--- config.mk ---
export PLATFORM = sky130hd
export DESIGN_NAME = reorder_buffer
export DESIGN_NICKNAME = d
export VERILOG_FILES = /design/src/rtl/reorder_buffer_pkg.sv /design/src/rtl/reorder_buffer.sv
export SDC_FILE = /design/constraint.sdc
export NUM_CORES = 2
export LEC_CHECK = 0
export BUFFER_PORTS_ARGS = -buffer_cell sky130_fd_sc_hd__buf_2
export CAP_MARGIN = 20
export CELL_PAD_IN_SITES_DETAIL_PLACEMENT = 1
export CELL_PAD_IN_SITES_GLOBAL_PLACEMENT = 1
export CORE_MARGIN = 4
export CORE_UTILIZATION = 35
export CTS_CLUSTER_SIZE = 12
export DETAILED_ROUTE_END_ITERATION = 10
export PLACE_DENSITY = 0.65
export RECOVER_POWER = 100
export SYNTH_ARGS = -nofsm -noshare
export SYNTH_HDL_FRONTEND = slang
export SYNTH_SLANG_ARGS = --single-unit
--- constraint.sdc ---
create_clock -name clk_in -period 3.2 [get_ports clk_in]
set_clock_uncertainty 0.2 [all_clocks]
set_input_delay 0.64 -clock clk_in [delete_from_list [all_inputs] [get_ports clk_in]]
set_output_delay 0.64 -clock clk_in [all_outputs]
set_load 0.05 [all_outputs]
--- src/rtl/reorder_buffer_pkg.sv ---
// Shared CPU definitions: register width, entry type encodings, ROB entry layout.
package reorder_buffer_pkg;

    localparam int unsigned REG_WIDTH = 32;
    localparam int unsigned RD_WIDTH  = 5;

    typedef enum logic [1:0] {
        ENTRY_REG    = 2'd0,
        ENTRY_BRANCH = 2'd1,
        ENTRY_STORE  = 2'd2
    } entry_type_e;

    typedef struct packed {
        entry_type_e          typ;
        logic [RD_WIDTH-1:0]  rd;
        logic [REG_WIDTH-1:0] value;
        logic                 ready;
        logic                 mispredict;
        logic [REG_WIDTH-1:0] target;
    } rob_entry_t;

endpackage

--- src/rtl/reorder_buffer.sv ---
// Reorder buffer: in-order retirement of out-of-order results, with
// branch-misprediction flush and operand forwarding from the write-back bus.
module reorder_buffer
    import reorder_buffer_pkg::*;
#(
    parameter int unsigned ROB_WIDTH = 4
) (
    input  logic                 clk_in,
    input  logic                 rst_in,
    input  logic                 rdy_in,
    input  logic                 issue_signal,
    input  logic [1:0]           issue_type,
    input  logic [RD_WIDTH-1:0]  issue_rd,
    output logic [ROB_WIDTH-1:0] issue_tag,
    output logic                 rob_full,
    input  logic [ROB_WIDTH-1:0] query_tag_1,
    input  logic [ROB_WIDTH-1:0] query_tag_2,
    output logic                 query_ready_1,
    output logic                 query_ready_2,
    output logic [REG_WIDTH-1:0] query_value_1,
    output logic [REG_WIDTH-1:0] query_value_2,
    input  logic                 wb_signal,
    input  logic [ROB_WIDTH-1:0] wb_tag,
    input  logic [REG_WIDTH-1:0] wb_value,
    input  logic                 wb_mispredict,
    input  logic [REG_WIDTH-1:0] wb_target,
    output logic                 commit_signal,
    output logic [REG_WIDTH-1:0] commit_rd_value,
    output logic [ROB_WIDTH-1:0] commit_rd_tag,
    output logic                 commit_store_signal,
    output logic [ROB_WIDTH-1:0] commit_store_tag,
    output logic                 clear_signal,
    output logic [REG_WIDTH-1:0] clear_pc
);

    localparam int unsigned DEPTH = 1 << ROB_WIDTH;
    localparam int unsigned CNT_W = ROB_WIDTH + 1;

    rob_entry_t           r_entries [DEPTH];
    logic [ROB_WIDTH-1:0] r_head;
    logic [ROB_WIDTH-1:0] r_tail;
    logic [CNT_W-1:0]     r_count;

    logic                 w_issue_fire;
    logic                 w_wb_fire;
    logic                 w_commit_fire;
    logic                 w_flush;
    logic [CNT_W-1:0]     w_count_next;

    assign issue_tag = r_tail;
    assign rob_full  = (r_count == CNT_W'(DEPTH));

    // Qualify each event; the cycle after a flush discards all activity.
    assign w_issue_fire  = rdy_in & issue_signal & ~rob_full & ~clear_signal;
    assign w_wb_fire     = rdy_in & wb_signal & ~clear_signal;
    assign w_commit_fire = rdy_in & ~clear_signal & (r_count != '0) & r_entries[r_head].ready;
    assign w_flush       = w_commit_fire & (r_entries[r_head].typ == ENTRY_BRANCH)
                         & r_entries[r_head].mispredict;

    // Occupancy update; simultaneous issue and commit cancel out.
    always_comb begin
        w_count_next = r_count;
        if (w_issue_fire && !w_commit_fire) begin
            w_count_next = r_count + CNT_W'(1);
        end else if (!w_issue_fire && w_commit_fire) begin
            w_count_next = r_count - CNT_W'(1);
        end
    end

    // Operand lookup with bypass of the result currently on the write-back bus.
    always_comb begin
        query_ready_1 = r_entries[query_tag_1].ready;
        query_value_1 = r_entries[query_tag_1].value;
        query_ready_2 = r_entries[query_tag_2].ready;
        query_value_2 = r_entries[query_tag_2].value;
        if (wb_signal && (wb_tag == query_tag_1)) begin
            query_ready_1 = 1'b1;
            query_value_1 = wb_value;
        end
        if (wb_signal && (wb_tag == query_tag_2)) begin
            query_ready_2 = 1'b1;
            query_value_2 = wb_value;
        end
        // Reset forces every output low even while the bus is active.
        if (!rst_in) begin
            query_ready_1 = 1'b0;
            query_value_1 = '0;
            query_ready_2 = 1'b0;
            query_value_2 = '0;
        end
    end

    // Entry array, pointers, and registered commit/flush strobes.
    always_ff @(posedge clk_in or negedge rst_in) begin
        if (!rst_in) begin
            for (int unsigned i = 0; i < DEPTH; i++) begin
                r_entries[ROB_WIDTH'(i)] <= '0;
            end
            r_head              <= '0;
            r_tail              <= '0;
            r_count             <= '0;
            commit_signal       <= 1'b0;
            commit_rd_value     <= '0;
            commit_rd_tag       <= '0;
            commit_store_signal <= 1'b0;
            commit_store_tag    <= '0;
            clear_signal        <= 1'b0;
            clear_pc            <= '0;
        end else if (rdy_in) begin
            commit_signal       <= 1'b0;
            commit_store_signal <= 1'b0;
            clear_signal        <= 1'b0;

            if (w_issue_fire) begin
                r_entries[r_tail].typ        <= entry_type_e'(issue_type);
                r_entries[r_tail].rd         <= issue_rd;
                r_entries[r_tail].value      <= '0;
                r_entries[r_tail].ready      <= (issue_type == 2'(ENTRY_STORE));
                r_entries[r_tail].mispredict <= 1'b0;
                r_entries[r_tail].target     <= '0;
            end

            if (w_wb_fire) begin
                r_entries[wb_tag].value      <= wb_value;
                r_entries[wb_tag].ready      <= 1'b1;
                r_entries[wb_tag].mispredict <= wb_mispredict;
                r_entries[wb_tag].target     <= wb_target;
            end

            if (w_commit_fire) begin
                case (r_entries[r_head].typ)
                    ENTRY_REG: begin
                        commit_signal   <= 1'b1;
                        commit_rd_value <= r_entries[r_head].value;
                        commit_rd_tag   <= r_head;
                    end
                    ENTRY_STORE: begin
                        commit_store_signal <= 1'b1;
                        commit_store_tag    <= r_head;
                    end
                    default: ;
                endcase
            end

            if (w_flush) begin
                r_head       <= '0;
                r_tail       <= '0;
                r_count      <= '0;
                clear_signal <= 1'b1;
                clear_pc     <= r_entries[r_head].target;
            end else begin
                if (w_commit_fire) r_head <= r_head + ROB_WIDTH'(1);
                if (w_issue_fire)  r_tail <= r_tail + ROB_WIDTH'(1);
                r_count <= w_count_next;
            end
        end
    end

endmodule

==> key figures <==
Route
  – DR vias/cell: 6.637
  – Remaining number of nets flagged by the antenna check after routing: 0
  – First-pass iteration count of the detailed router: 6
  – Final wirelength: 239300 um
  – DRC Markers: 0
  – Routed length per placed instance: 35.35 um
  – Count of vias placed by the detailed router: 44930
  – Number of DRC markers after the initial detailed-route iteration: 4815

Pwr
  – Maximum ir drop on the vdd rail: 0.0006222 V
  – Post-layout power: 62.48 mW
  – Power density relative to cell area: 852.9 mW/mm^2
  – Leakage power: 31.99 nW

Worst setup path
  – Series of cell instances along the critical path: mux4_2 -> mux4_2 -> nand2_2 -> a21boi_4 -> buf_6
  – Cell type of the slowest stage on the worst timing path: sky130_fd_sc_hd__mux4_2
  – Max Fanout on Critical Path: 4
  – Reg-to-reg slack, setup: -0.23 ns
  – Data arrival, critical path: 2.65 ns
  – Start of the worst register-to-register path: r_head[0]
  – Kind of critical path: reg -> out
  – Kind of capture point of the worst setup path: output pin
  – Capturing point of the worst reg2reg path: commit_rd_value[11]
  – CP startpoint: r_entries[413]
  – Most numerous cell on the critical path: sky130_fd_sc_hd__mux4_2
  – Largest stage delay, worst path: 0.58 ns
  – CP Data Required Time: 2.36 ns
  – Worst Setup Start Kind: register
  – Number of cell instances on the worst register-to-register path: 9
  – Last element of the critical path: query_value_2[14]

Global route
  – Number of antenna violations at the first check in global routing: 13
  – Global-route wire length before repair: 345900 um
  – Global-route usage over all layers: 0.2624
  – Number of global-route vias before repair: 47790
  – Total overflow reported by the global router: 0
  – Maximum number of pins on one net before global-route repair: 157

Placement
  – Worst setup slack before clock tree synthesis: -0.3231 ns
  – Detailed Place HPWL: 139900 um
  – RD Place Congestion: 0.8328
  – Quantity of I/O buffers inserted on ports: 229

Final layout
  – Sequential standard cell area: 0.02944 sq mm
  – Layout cells sized above 1: 0.3941
  – Combined area of the multi-input logic cells: 0.02935 sq mm
  – Core utilization of the finished layout: 0.4318
  – Highest-count cells in the layout ignoring fill and taps: sky130_fd_sc_hd__dfrtp_1 (1169), sky130_fd_sc_hd__a22o_1 (932), sky130_fd_sc_hd__mux4_2 (642)
  – Fillers: 16770
  – Most common cell after layout, fill and taps aside: sky130_fd_sc_hd__dfrtp_1
  – Final #Nets: 4535
  – Signed area change from the synthesized netlist to the final layout: 22.33%

STA
  – Maximum operating frequency: 286.1 MHz
  – Final min period: 3.495 ns
  – Tightest hold margin: 0.04013 ns
  – Count of pins over their slew limit: 371
  – Fin worst setup slack: -0.2947 ns
  – Measured slew at the worst slew-check pin: 1.811 ns
  – Final hold violations: 0
  – Fin crit share: 1.092
  – Unrepaired setup endpoints after global routing: true
  – Total of endpoints with negative setup slack in the final report: 173
  – Max-slew headroom at the worst pin: -0.2076
  – Sum of negative setup slack: -19.97 ns

Synth
  – Net count after synthesis: 4206
  – Largest area contributor in the synthesized netlist: sky130_fd_sc_hd__dfrtp_1
  – Synth area leaders: sky130_fd_sc_hd__dfrtp_1 (49%), sky130_fd_sc_hd__mux4_2 (24%), sky130_fd_sc_hd__a22o_1 (14%), sky130_fd_sc_hd__clkbuf_1 (2.0%), sky130_fd_sc_hd__mux2_2 (1.5%)
  – Synth warn: 0
  – Primary FF master, synth: sky130_fd_sc_hd__dfrtp_1
  – Seq/Total Area, Yosys: 0.4914
  – Async set-reset flop share out of synthesis: 1.000
  – Top-area cell type share of the netlist area: 0.4914
  – Count of state elements after synthesis: 1176
  – Post-synth EDFFs: 0
  – Number of distinct library cell variants in the gate-level netlist after synthesis: 59
  – Mean post-synth cell area: 14.58 sq um
  – Post-Syn Area: 0.05989 sq mm
  – Number of instances in the synthesized netlist: 4108

Clock network
  – Clock Tree Buf Depth: 3
  – Clock insertion delay at the later pin of the skew report: 0.78 ns
  – Max H-tree Level: 4
  – CTS tree: yes
  – Count of clock tree sinks: 1176
  – Inserted Clock Buffers: 138
  – Worst-path clk slew: 0.07 ns
  – Buffer type at the clock tree root: sky130_fd_sc_hd__clkbuf_16

Floorplanning
  – Die area: 0.1778 sq mm
  – Core outline area: 0.1697 sq mm
  – Initial cell density of the core: 0.3530
  – IO Pins: 235
  – Width of the chip: 421.7 um
  – Vertical die dimension: 421.7 um
  – Count of standard-cell rows: 151

Min path
  – Hold Path Stages: 2
  – Start point of the worst hold path: wb_target[25]
  – Worst Hold Class: in -> reg

Job
  – Max Cap Viol: 4

Run status
  – Failing checks: max-capacitance violations, max-slew violations, negative setup slack
  – Result of the run: finished with violations
-- routing by layer --
metal	vias to the layer above	track usage	routed length [um]
li1	17190	-	-
met1	24560	0.3403	92200
met2	2571	0.4233	114700
met3	603	0.05698	21050
met4	4	0.1189	11360
met5	-	0	27
-- area by class of cell --
type,instances,area share
diodes,8,0.0002732
clock buffers,196,0.05552
clock inverters,51,0.008010
inverters,10,0.0005807
multi-input cells,2373,0.4006
flip-flops and latches,1176,0.4019
well taps,2218,0.03788
repair buffers,738,0.09521
-- power by group --
part	switching, mW	total (mW)	internal [mW]
Combinational	11.6	23.6	12.1
Sequential	3.42	22.4	19.0
Clock	6.74	16.4	9.67
-- sequential cells by signal, summed over array words and instances (netlist names), named ones only --
| signal | count |
|---|---|
| clear_signal | 1 |
| r_count | 5 |
| r_head | 4 |
| commit_store_signal | 1 |
| commit_rd_value | 32 |
| commit_rd_tag | 4 |
| r_entries | 1056 |
| commit_store_tag | 4 |
| issue_tag | 4 |
| commit_signal | 1 |
| clear_pc | 32 |
-- cell families after synthesis --
group                      count (synthesis)  share of synthesized area
AOI/OAI and AO/OA                       1195                     0.1698
xor gates and xnor gates                  16                   0.002340
adders and majority gates                  9                   0.002006
buffers and inverters                    559                    0.03806
DFF                                     1176                     0.4914
muxes                                    775                     0.2678
and+or+nand+nor                          378                    0.02868
-- per-stage QoR --
| step | cell area (sq um) | std cells |
|---|---|---|
| 5_1_grt | 73250 | 6765 |
| 6_report | 73260 | 6770 |
| 2_1_floorplan | 60780 | 4108 |
| 3_5_place_dp | 66940 | 6338 |
| 3_3_place_gp | 66910 | 6337 |
| 4_1_cts | 73110 | 6695 |
-- cell usage after synthesis (all sizes together) (4+ instances only) --
library cell / count
nand2: 214
a31oi: 18
nand4: 7
a22oi: 4
o221ai: 8
ha: 8
o211ai: 10
xnor2: 7
mux2: 111
dfrtp: 1176
nand3: 28
xor2: 9
a21boi: 64
o2bb2ai: 4
a211o: 7
a21oi: 17
inv: 9
nor2: 37
mux4: 642
o21ai: 49
nor2b: 7
a32o: 68
a22o: 932
nor3: 7
nand2b: 5
and2: 55
clkbuf: 320
buf: 229
mux2i: 22
-- worst max-delay path, delay by kind of cell (launching register included) --
kind | cells | cell delay (ns)
muxes | 2 | 1.08
AOI/OAI and AO/OA | 1 | 0.07
DFF | 1 | 0.44
and+or+nand+nor | 1 | 0.12
buffers and inverters | 1 | 0.15
-- how the worst min path moves through the flow --
stage                                       endpoint  slack (ns)
final                                 r_entries[609]        0.04
after global routing                  r_entries[458]        0.03
after detailed placement                 clear_pc[5]        0.27
after floorplan           asynchronous set/reset pin        0.14
after global placement                r_entries[981]        0.26
after CTS                              r_entries[76]      0.0009
-- timing repair --
action,in CTS,in global routing
resized for setup,199,35
buffers inserted,95,63
pin swaps,95,25
gates cloned,2,5
hold buffers,13,0
endpoints found under the hold margin,156,0
endpoints found under the setup margin,69,67
(Power assumes the default switching activity.)
